File: config.mk
export PLATFORM = sky130hd
export DESIGN_NAME = fetch_controller_flat
export DESIGN_NICKNAME = d
export VERILOG_FILES = /design/src/rtl/fetch_controller_if.sv /design/src/rtl/fetch_controller.sv /design/src/flat_wrapper.sv
export SDC_FILE = /design/constraint.sdc
export NUM_CORES = 1
export LEC_CHECK = 0
export ABC_AREA = 1
export BUFFER_PORTS_ARGS = -buffer_cell sky130_fd_sc_hd__buf_2
export CORE_ASPECT_RATIO = 1.4
export CORE_MARGIN = 2
export CORE_UTILIZATION = 25
export DETAILED_ROUTE_END_ITERATION = 8
export SLEW_MARGIN = 20
export SYNTH_ARGS = -nofsm -noshare
export SYNTH_HDL_FRONTEND = slang
export SYNTH_SLANG_ARGS = --single-unit
export TNS_END_PERCENT = 5
File: constraint.sdc
create_clock -name CLOCK -period 4.42 [get_ports CLOCK]
set_input_delay 0.442 -clock CLOCK [delete_from_list [all_inputs] [get_ports CLOCK]]
set_output_delay 0.442 -clock CLOCK [all_outputs]
set_load 0.005 [all_outputs]
File: src/rtl/fetch_controller_if.sv
// Fetch-to-memory and fetch-to-decode signal bundle for fetch_controller.
// master modport is the fetch controller; slave is its environment (memory + decode).
// No state lives here; it only groups the handshake and bus signals.
interface fetch_controller_if;
  logic        Start;
  logic [63:0] InstrAddress;
  logic [31:0] Instruction;
  logic        IfValid;
  logic [31:0] IfInstr;
  logic [63:0] IfPC;
  logic        IdReady;
  logic        Redirect;
  logic [63:0] RedirectPC;
  logic        Halted;
  logic [31:0] FetchCount;

  modport master (
    input  Start, Instruction, IdReady, Redirect, RedirectPC,
    output InstrAddress, IfValid, IfInstr, IfPC, Halted, FetchCount
  );

  modport slave (
    output Start, Instruction, IdReady, Redirect, RedirectPC,
    input  InstrAddress, IfValid, IfInstr, IfPC, Halted, FetchCount
  );
endinterface

File: src/rtl/fetch_controller.sv
// Instruction fetch controller: PC sequencing into a 2-entry {PC, instr} queue toward decode.
// Latency: Start -> first IfValid 2 cycles; one instruction per cycle when decode is ready.
// Backpressure: IdReady low holds the queue head; fetch stalls when the queue is full.
module fetch_controller #(
  parameter logic [63:0] RESET_PC = 64'h0,
  parameter logic [63:0] LAST_PC  = 64'h068
) (
  input  logic          CLOCK,
  input  logic          RESET,
  fetch_controller_if.master bus
);

  typedef enum logic [1:0] {IDLE, FETCH, HALT} state_t;

  state_t      state, state_nxt;
  logic [63:0] pc, pc_nxt;
  logic [1:0]  count, count_nxt;
  logic [63:0] q0_pc, q1_pc, q0_pc_nxt, q1_pc_nxt;
  logic [31:0] q0_ins, q1_ins, q0_ins_nxt, q1_ins_nxt;
  logic [31:0] fetch_count;

  logic        pop;
  logic        flush;
  logic        past_end;
  logic        push;
  logic [1:0]  cnt_after_pop;

  // Low address bits of a branch target are dropped by word alignment.
  logic        unused_rpc_bits;
  assign unused_rpc_bits = &{1'b0, bus.RedirectPC[1:0]};

  // Handshake terms: a pop still completes in a redirect cycle, a push needs a free slot.
  assign pop           = (count != 2'd0) && bus.IdReady;
  assign cnt_after_pop = count - {1'b0, pop};
  assign flush         = bus.Redirect && (state != IDLE);
  assign past_end      = pc > LAST_PC;
  assign push          = (state == FETCH) && !flush && !past_end && (cnt_after_pop != 2'd2);

  // Next-state logic: Start leaves IDLE, reaching the last address halts, redirect re-enters FETCH.
  always_comb begin
    state_nxt = state;
    case (state)
      IDLE:    if (bus.Start) state_nxt = FETCH;
      FETCH:   if (!flush && (past_end || (push && pc == LAST_PC))) state_nxt = HALT;
      HALT:    state_nxt = HALT;
      default: state_nxt = IDLE;
    endcase
    if (flush) state_nxt = FETCH;
  end

  // Queue and PC next values: shift on pop, append at the first free slot on push, clear on redirect.
  always_comb begin
    pc_nxt     = pc;
    count_nxt  = cnt_after_pop;
    q0_pc_nxt  = q0_pc;
    q0_ins_nxt = q0_ins;
    q1_pc_nxt  = q1_pc;
    q1_ins_nxt = q1_ins;
    if (pop) begin
      q0_pc_nxt  = q1_pc;
      q0_ins_nxt = q1_ins;
    end
    if (flush) begin
      pc_nxt    = {bus.RedirectPC[63:2], 2'b00};
      count_nxt = 2'd0;
    end else if (push) begin
      pc_nxt    = pc + 64'd4;
      count_nxt = cnt_after_pop + 2'd1;
      if (cnt_after_pop == 2'd0) begin
        q0_pc_nxt  = pc;
        q0_ins_nxt = bus.Instruction;
      end else begin
        q1_pc_nxt  = pc;
        q1_ins_nxt = bus.Instruction;
      end
    end
  end

  // State, PC, queue and accepted-instruction counter registers; reset empties the queue.
  always_ff @(posedge CLOCK) begin
    if (!RESET) begin
      state       <= IDLE;
      pc          <= RESET_PC;
      count       <= 2'd0;
      q0_pc       <= 64'h0;
      q1_pc       <= 64'h0;
      q0_ins      <= 32'h0;
      q1_ins      <= 32'h0;
      fetch_count <= 32'h0;
    end else begin
      state  <= state_nxt;
      pc     <= pc_nxt;
      count  <= count_nxt;
      q0_pc  <= q0_pc_nxt;
      q1_pc  <= q1_pc_nxt;
      q0_ins <= q0_ins_nxt;
      q1_ins <= q1_ins_nxt;
      if (pop && fetch_count != 32'hFFFF_FFFF) fetch_count <= fetch_count + 32'd1;
    end
  end

  // Outputs come straight from registers; head fields read as zero while the queue is empty.
  assign bus.InstrAddress = pc;
  assign bus.IfValid      = (count != 2'd0);
  assign bus.IfInstr      = (count != 2'd0) ? q0_ins : 32'h0;
  assign bus.IfPC         = (count != 2'd0) ? q0_pc : 64'h0;
  assign bus.Halted       = (state == HALT) && (count == 2'd0);
  assign bus.FetchCount   = fetch_count;

endmodule

File: src/flat_wrapper.sv
// flat-port wrapper written by rule: the top's interface ports become plain ports
module fetch_controller_flat 
#(
  parameter logic [63:0] RESET_PC = 64'h0,
  parameter logic [63:0] LAST_PC  = 64'h068
)
  (CLOCK, RESET, bus_Start, bus_Instruction, bus_IdReady, bus_Redirect, bus_RedirectPC, bus_InstrAddress, bus_IfValid, bus_IfInstr, bus_IfPC, bus_Halted, bus_FetchCount);
  fetch_controller_if bus_i ();
  input  logic CLOCK;
  input  logic RESET;
  input wire logic [$bits(bus_i.Start)-1:0] bus_Start;
  input wire logic [$bits(bus_i.Instruction)-1:0] bus_Instruction;
  input wire logic [$bits(bus_i.IdReady)-1:0] bus_IdReady;
  input wire logic [$bits(bus_i.Redirect)-1:0] bus_Redirect;
  input wire logic [$bits(bus_i.RedirectPC)-1:0] bus_RedirectPC;
  output wire logic [$bits(bus_i.InstrAddress)-1:0] bus_InstrAddress;
  output wire logic [$bits(bus_i.IfValid)-1:0] bus_IfValid;
  output wire logic [$bits(bus_i.IfInstr)-1:0] bus_IfInstr;
  output wire logic [$bits(bus_i.IfPC)-1:0] bus_IfPC;
  output wire logic [$bits(bus_i.Halted)-1:0] bus_Halted;
  output wire logic [$bits(bus_i.FetchCount)-1:0] bus_FetchCount;
  assign bus_i.Start = bus_Start;
  assign bus_i.Instruction = bus_Instruction;
  assign bus_i.IdReady = bus_IdReady;
  assign bus_i.Redirect = bus_Redirect;
  assign bus_i.RedirectPC = bus_RedirectPC;
  assign bus_InstrAddress = bus_i.InstrAddress;
  assign bus_IfValid = bus_i.IfValid;
  assign bus_IfInstr = bus_i.IfInstr;
  assign bus_IfPC = bus_i.IfPC;
  assign bus_Halted = bus_i.Halted;
  assign bus_FetchCount = bus_i.FetchCount;
  fetch_controller #(.RESET_PC(RESET_PC), .LAST_PC(LAST_PC)) u_core (.CLOCK(CLOCK), .RESET(RESET), .bus(bus_i));
endmodule
# Word-level counts from Yosys, hierarchy flattened
# Index checks and enable logic that the tools add are counted.
[word_totals]
ff_bits = 292
output_inout_bits = 194
inputBits = 101
[classes]
bitwise = 3
reduce_logical = 22
mux = 17
n_eq_ne = 9
magnitude_cmp = 1
addsub = 4
[op_table]
columns = ["op", "n"]
rows = [
  ["$mux W64", 7],
  ["$mux W32", 5],
  ["$add A64 B3 Y64 const B", 1],
  ["$eq A64 B7 Y1 const B", 1],
  ["$gt A64 B7 Y1 const B", 1],
  ["$add A32 B1 Y32 const B", 1],
  ["$ne A32 B32 Y1 const B", 1],
  ["$logic_and A1 B1 Y1", 9],
  ["$logic_not A2 Y1", 3],
  ["$mux W2", 3],
  ["$ne A2 B2 Y1 const B", 3],
  ["$ne A3 B2 Y1 const B", 2],
  ["$pmux W2 S3", 1],
  ["$reduce_bool A2 Y1", 3],
  ["$reduce_and A2 Y1", 2],
  ["$not A1 Y1", 3],
  ["$reduce_and A3 Y1", 1],
  ["$add A2 B1 Y2 const B", 1],
  ["$eq A2 B1 Y1 const B", 1],
  ["$eq A2 B2 Y1 const B", 1],
  ["$logic_not A1 Y1", 2],
  ["$reduce_or A2 Y1", 1],
  ["$sub A2 B1 Y2", 1],
  ["$logic_or A1 B1 Y1", 1],
  ["$mux W1", 1],
]

# Depth between registers and ports, before layout
# Gate-level depths: netlist of the first run.
[logic_depth]
word_depth = 12
depth_mapped = 18

# Worst setup path before layout of the first run
# OpenSTA, ideal clock, no wires.
[synth_path]
path_kind = "register to register"
start = "register u_core.count[1]"
end = "register u_core.q1_ins[28]"
slack_ns = 1.583
stages_incl_launch_ff = 19
synth_period_minus_slack_ns = 2.837
t_arrival_ns = 2.721
setup_time_ns = 0.116
required_ns = 4.304
cell_sequence = "dfxtp_1 nor2_2 inv_1 nand2_1 inv_2 buf_1 buf_2 ha_1 xnor2_1 inv_1 ha_1 nor3_1 nand2_4 nor2_4 inv_2 buf_6 buf_2 nor2_1 nor2_1"
[synth_via]
elab_chain_cells = 6
word_cells_on_any_way = 8
cone_classes = "1 x add/sub; 1 x eq/ne; 1 x bitwise; 5 x reduce/logical"
[synth_rtl]
columns = ["element", "line", "text"]
rows = [
  ["start: declaration", "fetch_controller.sv:17", "logic [1:0] count, count_nxt;"],
  ["start signal: assignment", "fetch_controller.sv:93", "count <= count_nxt;"],
  ["$reduce_bool A2 Y1 *", "-", ""],
  ["net bus_IfValid", "flat_wrapper.sv:17", "output wire logic [$bits(bus_i.IfValid)-1:0] bus_IfValid;"],
  ["$logic_and A1 B1 Y1 *", "fetch_controller.sv:33", "assign pop = (count != 2'd0) && bus.IdReady;"],
  ["$sub A2 B1 Y2 *", "fetch_controller.sv:34", "assign cnt_after_pop = count - {1'b0, pop};"],
  ["$ne A2 B2 Y1 or $logic_not A2 Y1 (tied branches)", "fetch_controller.sv:37, fetch_controller.sv:69", ""],
  ["$logic_and A1 B1 Y1 or $not A1 Y1 (tied branches)", "-", ""],
  ["$reduce_and A3 Y1 (no source line) *", "-", ""],
  ["end signal: assignment", "fetch_controller.sv:97", "q1_ins <= q1_ins_nxt;"],
  ["end: declaration", "fetch_controller.sv:19", "logic [31:0] q0_ins, q1_ins, q0_ins_nxt, q1_ins_nxt;"],
]
# Mark *: on every way through the listed nets, which the timed path passes. The rest lies on a longest branch.
# A chain may end at the register's enable or synchronous reset.

# Worst setup path after layout of the first run
[layout_path]
start = "register u_core.count[1]"
end = "output port bus_IfPC[5]"
[layout_via]
elab_chain_cells = 2
[layout_rtl]
columns = ["element", "line", "text"]
rows = [
  ["$reduce_bool A2 Y1", "fetch_controller.sv:106", "assign bus.IfPC = (count != 2'd0) ? q0_pc : 64'h0;"],
  ["$mux W64", "fetch_controller.sv:106", ""],
  ["end: declaration", "flat_wrapper.sv:19", "output wire logic [$bits(bus_i.IfPC)-1:0] bus_IfPC;"],
]
# Every way passes these cells.

==> results_dict.tcl, run 1 <==
set metrics [dict create \
    num_antenna_cells 0 \
    critical_path.top_delay_family "buffers and inverters" \
    tightestPinTransition_ns 1.02 \
    leakagePower_nw 7.45 \
    grt_max_degree 101 \
    cts_tree "built" \
    synthTopCellsByArea "dfxtp_1 46%, nor2_1 10%, nand2_1 8.5%" \
    vias 12053 \
    num_rows 97 \
    critPathMaxStageDelay_ns 0.66 \
    syn_inst 1821 \
    cts_hold_buf 0 \
    gp_congestion 0.830 \
    dieArea_um2 52000 \
    p_int_mw 4.46 \
    drv_slew 0 \
    grt_pass1_wl_um 59500 \
    pin_count 295 \
    period_share_pct 66.3 \
    cts.htree.levels 1 \
    rsz0062_at_grt "no" \
    post-cts-setup-buffers 0 \
    fp.dieH_um 269 \
    synth_edf_count 0 \
    clk_latency_ns 0.58 \
    start_util_pct 25.2 \
    ant_nets 0 \
    end_kind "primary output" \
    area_growth_syn_to_layout_pct 23.5 \
    power_switching_mw 1.49 \
    drcViolationCount 0 \
    io_buffers 290 \
    synth_flop_cell "dfxtp_1" \
    cts_root_buffer "clkbuf_16" \
    cap_violations 0 \
    slew_headroom_pct 32.3 \
    worst_hold_slack_ns 0.0915 \
    period_needed_ns 2.93 \
    status "finished, final reports clean" \
    ys_seq_area_share_pct 46.0 \
    drt-initial-drc-count 537 \
    ys_ff_latch 288 \
    post_dp_cell_area_um2 14400 \
    switching_share_pct 25.0 \
    synth_area_um2 12500 \
    p_seq_share_pct 46.3 \
    power.density_nw_per_um2 384 \
    ir_worst_vdd_v 0.000379 \
    clkPwrFrac_pct 45.1 \
    worstSetupPathType "register to primary output" \
    ctsResizeCount 0 \
    stdcell_area_um2 15500 \
    multiInputGateArea_um2 5260 \
    crit_chain "nor2_4, buf_4, buf_4, nor2_1, buf_2" \
    final_nets 2158 \
    power_frac_comb_pct 8.6 \
    crit_arrival_ns 2.49 \
    synth_top_area_cell "dfxtp_1" \
    path_clk_slew_ns 0.06 \
    hpwl_um 24200 \
    finalHoldViolCount 0 \
    clock.fmax_ghz 0.341 \
    register_area_um2 5770 \
    cts.sinks 288 \
    first_pass_iters 5 \
    layout-drive-gt1-share_pct 18.4 \
    fillers 5441 \
    cp.required_ns 3.98 \
    cts_max_path_buffers 3 \
    setup_viol 0 \
    skew_ns 0.00946 \
    die_w_um 193 \
    synth_area_per_cell_um2 6.88 \
    crit_top_cell "buf_4" \
    wl_um 37200 \
    fin_tns_setup_ns 0 \
    crit_path_top_delay_cell "buf_4" \
    grt_usage_pct 13.8 \
    ys_async_sr_fraction_pct 0 \
    avgViaCountPerCell 4.44 \
    synth_cell_types 36 \
    antenna_found_initial 2 \
    core_um2 49800 \
    grt_pass1_vias 11721 \
    cp-start-kind "register" \
    finalPower_mw 5.95 \
    wl_per_cell_um 13.7 \
    hold_class "primary input to register" \
    synth_top_area_share_pct 46.0 \
    cts_buffers 31 \
    grt_overflow_total 0 \
    crit_buf_inv 3 \
    yosysWarningCount 0 \
    worstPathMaxFanout 59 \
    finish.utilization_pct 31.1 \
]
final cells by class:
type | instances | share of cell area, %
Sequential cell | 288 | 37.2
Multi-Input combinational cell | 1150 | 34.0
Timing Repair Buffer | 306 | 10.2
Inverter | 271 | 6.59
Clock buffer | 39 | 5.46
Tap cell | 643 | 5.20
Clock inverter | 18 | 1.33
synthesized netlist by cell type (2+ instances only):
master     number
dfxtp_1       288
o21ai_1         4
nor4_1          3
inv_2           5
nand3_1       157
o21ai_0       193
xnor2_1        10
xor2_1         21
o2111ai_1       3
inv_1         265
a21oi_1        76
nand4_1         6
nor3_2          2
nand2_1       283
buf_2          35
ha_1            9
buf_6           2
nor2_4          2
nor2_1        338
clkbuf_1       53
nor3_1         25
buf_4           6
or2_2           6
buf_1          17
layer usage:
layer	share of wire [%]	GRT usage, %	vias up
met5	0.073	0	-
met4	2.8	5.10	4
met3	5.7	2.64	65
met2	49	25.1	316
met1	42	16.2	5583
li1	-	-	6085
kinds of logic after synthesis:
kind of cell | after synthesis | share of synthesized area [%]
compound gates | 279 | 11.3
xor+xnor | 31 | 2.17
fa+ha+maj | 9 | 0.899
buf+inv | 384 | 12.2
flops | 288 | 46.0
other cells | 1 | 0.0299
simple gates | 829 | 27.4
worst register-to-register path, stage by stage (launching register included):
cell	delay, ns
dfxtp_1	0.34
nor2_4	0.12
inv_1	0.07
nand2_1	0.13
inv_4	0.04
ha_1	0.19
xnor2_1	0.20
inv_1	0.09
ha_1	0.21
nor3_1	0.31
nand2_4	0.11
nor2_4	0.10
inv_2	0.25
buf_4	0.44
nand3_1	0.16
inv_1	0.05
power by group through the flow:
stage / sequential, mW / combinational [mW] / clock [mW]
finish: 2.75 / 0.511 / 2.68
global route: 2.76 / 0.586 / 2.89
CTS: 2.76 / 0.522 / 2.78
detailed placement: 2.81 / 0.522 / 0
global placement: 2.81 / 0.514 / 0
floorplan: 2.80 / 0.293 / 0
worst paths after layout:
kind	from	end	slack, ns	depth (start not counted)
setup / recovery	u_core.count[1]	bus_IfPC[5]	1.49	5
hold / removal	bus_RedirectPC[38]	u_core.bus.InstrAddress[38]	0.09	3
setup reg to reg	u_core.count[1]	u_core.q0_pc[10]	1.51	15
hold reg to reg	u_core.q0_pc[1]	u_core.q0_pc[1]	0.45	2
registers in the layout (all words and copies together), names as in the netlist:
name                     count
u_core.q0_pc                64
u_core.bus.InstrAddress     62
u_core.q1_pc                62
u_core.bus.FetchCount       32
u_core.q0_ins               32
u_core.q1_ins               32
u_core.count                 2
u_core.state                 2
metrics by stage:
step | worst slack (ns) | cells
6_report | 1.49 | 2715
4_1_cts | 1.36 | 2715
3_3_place_gp | 1.51 | 2658
2_1_floorplan | 1.58 | 1822
5_1_grt | 1.18 | 2715
3_5_place_dp | 1.45 | 2658
cells in the final DEF (no fill, tap or decap), drive strengths merged, types with 9 or more instances in the layout:
| master | count |
|---|---|
| xor2 | 21 |
| inv | 271 |
| nor2 | 341 |
| ha | 9 |
| nand2 | 285 |
| nand3 | 158 |
| dfxtp | 288 |
| clkinv | 14 |
| buf | 306 |
| nor3 | 27 |
| a21oi | 76 |
| xnor2 | 10 |
| o21ai | 197 |
| clkbuf | 39 |
Power figures use the tool's default switching activity.
==> run 2, diff against run 1 <==
==> constraint.sdc (replaced) <==
create_clock -name CLOCK -period 2.7 [get_ports CLOCK]
set_input_delay 0.27 -clock CLOCK [delete_from_list [all_inputs] [get_ports CLOCK]]
set_output_delay 0.27 -clock CLOCK [all_outputs]
set_load 0.005 [all_outputs]
==> results_dict.tcl, run 2 (synthesis results as in run 1) <==
set metrics [dict create \
    status "finished, final reports clean" \
    fin_tns_setup_ns 0 \
    cts_tree "built" \
    grt_pass1_wl_um 62700 \
    fin_ws_ns 0.217 \
    worstSetupPathType "register to primary output" \
    critical_path.top_delay_family "buffers and inverters" \
    cp-start-kind "register" \
    crit_buf_inv 3 \
    area_growth_syn_to_layout_pct 32.3 \
    gp_congestion 0.908 \
    drcViolationCount 0 \
    avgViaCountPerCell 4.43 \
    ir_worst_vdd_v 0.000476 \
    cts.sinks 288 \
    final_nets 2261 \
    hold_class "primary input to register" \
    fillers 5276 \
    finalHoldViolCount 0 \
    setup_viol 0 \
    largest_reg_flops 64 \
    num_rows 97 \
    cts_buffers 31 \
    top_register "u_core.q0_pc" \
    power.density_nw_per_um2 589 \
    final_common_cell "nor2_1" \
    clock.fmax_ghz 0.403 \
    instances_no_fill 2818 \
    worstPathMaxFanout 55 \
    grt_usage_pct 14.8 \
    antenna_found_initial 4 \
    dieArea_um2 52000 \
    vias 12495 \
    die_w_um 193 \
    cts_max_path_buffers 3 \
    post-cts-setup-buffers 0 \
    critPathMaxStageDelay_ns 0.42 \
    layout-drive-gt1-share_pct 18.6 \
    period_needed_ns 2.48 \
    period_share_pct 92.0 \
    grt_max_degree 190 \
    wl_per_cell_um 14.2 \
    drv_slew 0 \
    finalPower_mw 9.76 \
    cts.htree.levels 1 \
    io_buffers 290 \
    slew_headroom_pct 49.0 \
    cts_root_buffer "clkbuf_16" \
    fp.dieH_um 269 \
    finish.utilization_pct 33.3 \
    crit_chain "nor2_4, buf_4, buf_12, nor2_1, buf_2" \
    pin_count 295 \
    clk_latency_ns 0.58 \
    wl_um 39900 \
    leakagePower_nw 7.93 \
    dpl.cell_count 2677 \
    drt-initial-drc-count 668 \
    grt_overflow_total 0 \
    dp_slack_ns 0.164 \
    core_um2 49800 \
    grt_pass1_vias 12060 \
    cp.required_ns 2.43 \
    stdcell_area_um2 16600 \
    post_dp_cell_area_um2 14700 \
    tightestPinTransition_ns 0.765 \
    ant_nets 0 \
    first_pass_iters 5 \
    rsz0062_at_grt "yes" \
    hpwl_um 25900 \
    end_kind "primary output" \
    crit_path_top_delay_cell "buf_4" \
    path_clk_slew_ns 0.06 \
    crit_arrival_ns 2.21 \
    worst_hold_slack_ns 0.0303 \
    skew_ns 0.0116 \
    num_antenna_cells 0 \
    start_util_pct 25.2 \
    layout_common_cells "337 x nor2_1, 289 x buf_2, 288 x dfxtp_1, 283 x nand2_1, 263 x inv_1" \
    cap_violations 0 \
]
==> run 2: changes by cell type in the layout (fill, tap and decap cells not counted), sizes merged <==
cell	previous run	this run
dlygate4sd3	0	84
buf	306	325
clkinvlp	0	5
bufinv	4	1
clkbuf	39	42
inv	271	268
clkinv	14	12
==> run 2: what timing repair did <==
item | 4_1_cts | 5_1_grt
gates resized for setup | 2 | 4
endpoints found under the setup margin | 55 | 58
endpoints found under the hold margin | 116 | 0
hold buffers | 84 | 0
==> run 2: final timing paths <==
path                            from                           to  slack [ns]  depth (start not counted)
setup / recovery     u_core.count[1]                  bus_IfPC[5]        0.22                          5
setup reg to reg     u_core.count[1]             u_core.q0_pc[20]        0.22                         15
hold / removal    bus_RedirectPC[35]  u_core.bus.InstrAddress[35]        0.03                          4
hold reg to reg     u_core.q1_pc[24]             u_core.q1_pc[24]        0.45                          2
==> run 2: routing by layer <==
| metal | routed length, um | up-vias | part of all wire [%] | track usage [%] |
|---|---|---|---|---|
| met5 | 46 | - | 0.12 | 0 |
| met4 | 1720 | 8 | 4.3 | 6.99 |
| met3 | 2270 | 89 | 5.7 | 2.55 |
| met2 | 19900 | 384 | 50 | 27.1 |
| met1 | 16000 | 5727 | 40 | 16.6 |
| li1 | - | 6287 | - | - |
==> run 2: where the power goes <==
group	leakage [nW]	switching [mW]	internal, mW
clock	0.500	1.82	2.44
combinational	5.10	0.579	0.425
sequential	2.33	0.110	4.38
total	7.93	2.51	7.25
==> run 2: cell type report <==
type                            count  area, um2  share of cell area, %
Clock buffer                       42        907                   5.47
Clock inverter                     15        120                  0.724
Inverter                          271       1020                   6.17
Multi-Input combinational cell   1150       5270                   31.8
Sequential cell                   288       5770                   34.8
Tap cell                          643        805                   4.85
Timing Repair Buffer              409       2690                   16.2
==> run 2: worst register-to-register path, stage by stage (launching register included) <==
cell and delay (ns):
dfxtp_1 0.36, nor2_4 0.12, inv_1 0.06, nand2_1 0.12, inv_4 0.05, ha_1 0.20
xnor2_2 0.15, inv_1 0.07, ha_1 0.20, nor3_2 0.23, nand2_4 0.12, nor2_4 0.15
clkinv_2 0.12, buf_12 0.19, nand3_1 0.17, inv_1 0.05
==> run 3, diff against run 2 <==
--- a/config.mk
+++ b/config.mk
@@ -8,9 +8,10 @@
 export ABC_AREA = 1
 export BUFFER_PORTS_ARGS = -buffer_cell sky130_fd_sc_hd__buf_2
 export CORE_ASPECT_RATIO = 1.4
-export CORE_MARGIN = 2
-export CORE_UTILIZATION = 25
+export CORE_MARGIN = 10
+export CORE_UTILIZATION = 54
 export DETAILED_ROUTE_END_ITERATION = 8
+export PLACE_DENSITY = 0.8
 export SLEW_MARGIN = 20
 export SYNTH_ARGS = -nofsm -noshare
 export SYNTH_HDL_FRONTEND = slang
==> results_dict.tcl, run 3 (synthesis results as in run 1) <==
set metrics [dict create \
    status "finished, final reports clean" \
    period_needed_ns 2.54 \
    hold_class "primary input to register" \
    num_rows 65 \
    stdcell_area_um2 15900 \
    worstPathMaxFanout 96 \
    largest_reg_flops 64 \
    cts_root_buffer "clkbuf_16" \
    grt_overflow_total 0 \
    cts_buffers 28 \
    fillers 1840 \
    core_um2 22700 \
    finalHoldViolCount 0 \
    skew_ns 0.0141 \
    worst_hold_slack_ns 0.0231 \
    grt_pass1_wl_um 60900 \
    fin_tns_setup_ns 0 \
    vias 12845 \
    cap_violations 0 \
    ant_nets 0 \
    power.density_nw_per_um2 589 \
    area_growth_syn_to_layout_pct 26.8 \
    cp-start-kind "register" \
    period_share_pct 94.2 \
    path_clk_slew_ns 0.06 \
    dp_slack_ns 0.144 \
    instances_no_fill 2467 \
    grt_pass1_vias 12271 \
    layout-drive-gt1-share_pct 17.8 \
    final_common_cell "nor2_1" \
    wl_per_cell_um 15.4 \
    die_w_um 149 \
    finish.utilization_pct 70.0 \
    fp.dieH_um 200 \
    hpwl_um 24400 \
    dieArea_um2 29800 \
    final_nets 2242 \
    clk_latency_ns 0.54 \
    tightestPinTransition_ns 1.10 \
    cts.sinks 288 \
    pin_count 295 \
    start_util_pct 55.2 \
    finalPower_mw 9.36 \
    ir_worst_vdd_v 0.000558 \
    grt_max_degree 190 \
    dpl.cell_count 2322 \
    rsz0062_at_grt "no" \
    grt_usage_pct 23.9 \
    crit_arrival_ns 2.27 \
    cp.required_ns 2.43 \
    cts_tree "built" \
    setup_viol 0 \
    drt-initial-drc-count 1160 \
    end_kind "primary output" \
    wl_um 38000 \
    gp_congestion 0.903 \
    avgViaCountPerCell 5.21 \
    layout_common_cells "337 x nor2_1, 289 x buf_2, 288 x dfxtp_1, 282 x nand2_1, 264 x inv_1" \
    drv_slew 0 \
    antenna_found_initial 12 \
    leakagePower_nw 7.79 \
    cts.htree.levels 1 \
    crit_path_top_delay_cell "buf_4" \
    crit_chain "nor2_4, buf_4, nor2_1, buf_2" \
    top_register "u_core.q0_pc" \
    critPathMaxStageDelay_ns 0.83 \
    post_dp_cell_area_um2 14100 \
    io_buffers 290 \
    cts_max_path_buffers 3 \
    worstSetupPathType "register to primary output" \
    clock.fmax_ghz 0.393 \
    fin_ws_ns 0.157 \
    slew_headroom_pct 26.9 \
    drcViolationCount 0 \
    first_pass_iters 6 \
]
-- run 3: power breakdown --
group | leakage [nW] | internal, mW | switching (mW)
clock network | 0.454 | 2.25 | 1.63
registers | 2.33 | 4.38 | 0.123
logic | 5.01 | 0.404 | 0.569
-- run 3: repair_timing --
| item | CTS | global route |
|---|---|---|
| setup buffers | 0 | 3 |
| hold buffers | 77 | 0 |
| hold endpoints to repair | 108 | 0 |
| gates resized for setup | 0 | 10 |
| endpoints found under the setup margin | 0 | 114 |
-- run 3: routing by layer --
metal,vias up,global-route usage [%],routed length (um)
met5,-,0,0
met4,0,13.5,2110
met3,151,4.48,2870
met2,573,39.3,18400
met1,5851,28.5,14700
li1,6270,-,-
-- run 3: area by class of cell --
type	instances	area, um2	area share (%)
Sequential cell	288	5770	36.3
Multi-Input combinational cell	1150	5270	33.2
Timing Repair Buffer	393	2510	15.8
Inverter	271	1030	6.46
Clock buffer	42	803	5.05
Tap cell	301	377	2.37
Clock inverter	10	111	0.701
Antenna cell	12	30.0	0.189
-- run 3: path summary, 6_finish.rpt --
kind                                          from  depth (start not counted)                          end  slack [ns]
worst max-delay path               u_core.count[1]                          4               bus_IfInstr[0]        0.16
worst min register to register     u_core.q0_pc[0]                          2              u_core.q0_pc[0]        0.45
worst min-delay path            bus_Instruction[2]                          3             u_core.q0_ins[2]        0.02
worst max register to register     u_core.count[1]                         14  u_core.bus.InstrAddress[51]        0.18
-- run 3: critical path, delay by kind of cell (launching register included) --
family	cells	cell delay, ns
buffers and inverters	2	1.03
DFF	1	0.35
and+or+nand+nor	2	0.32
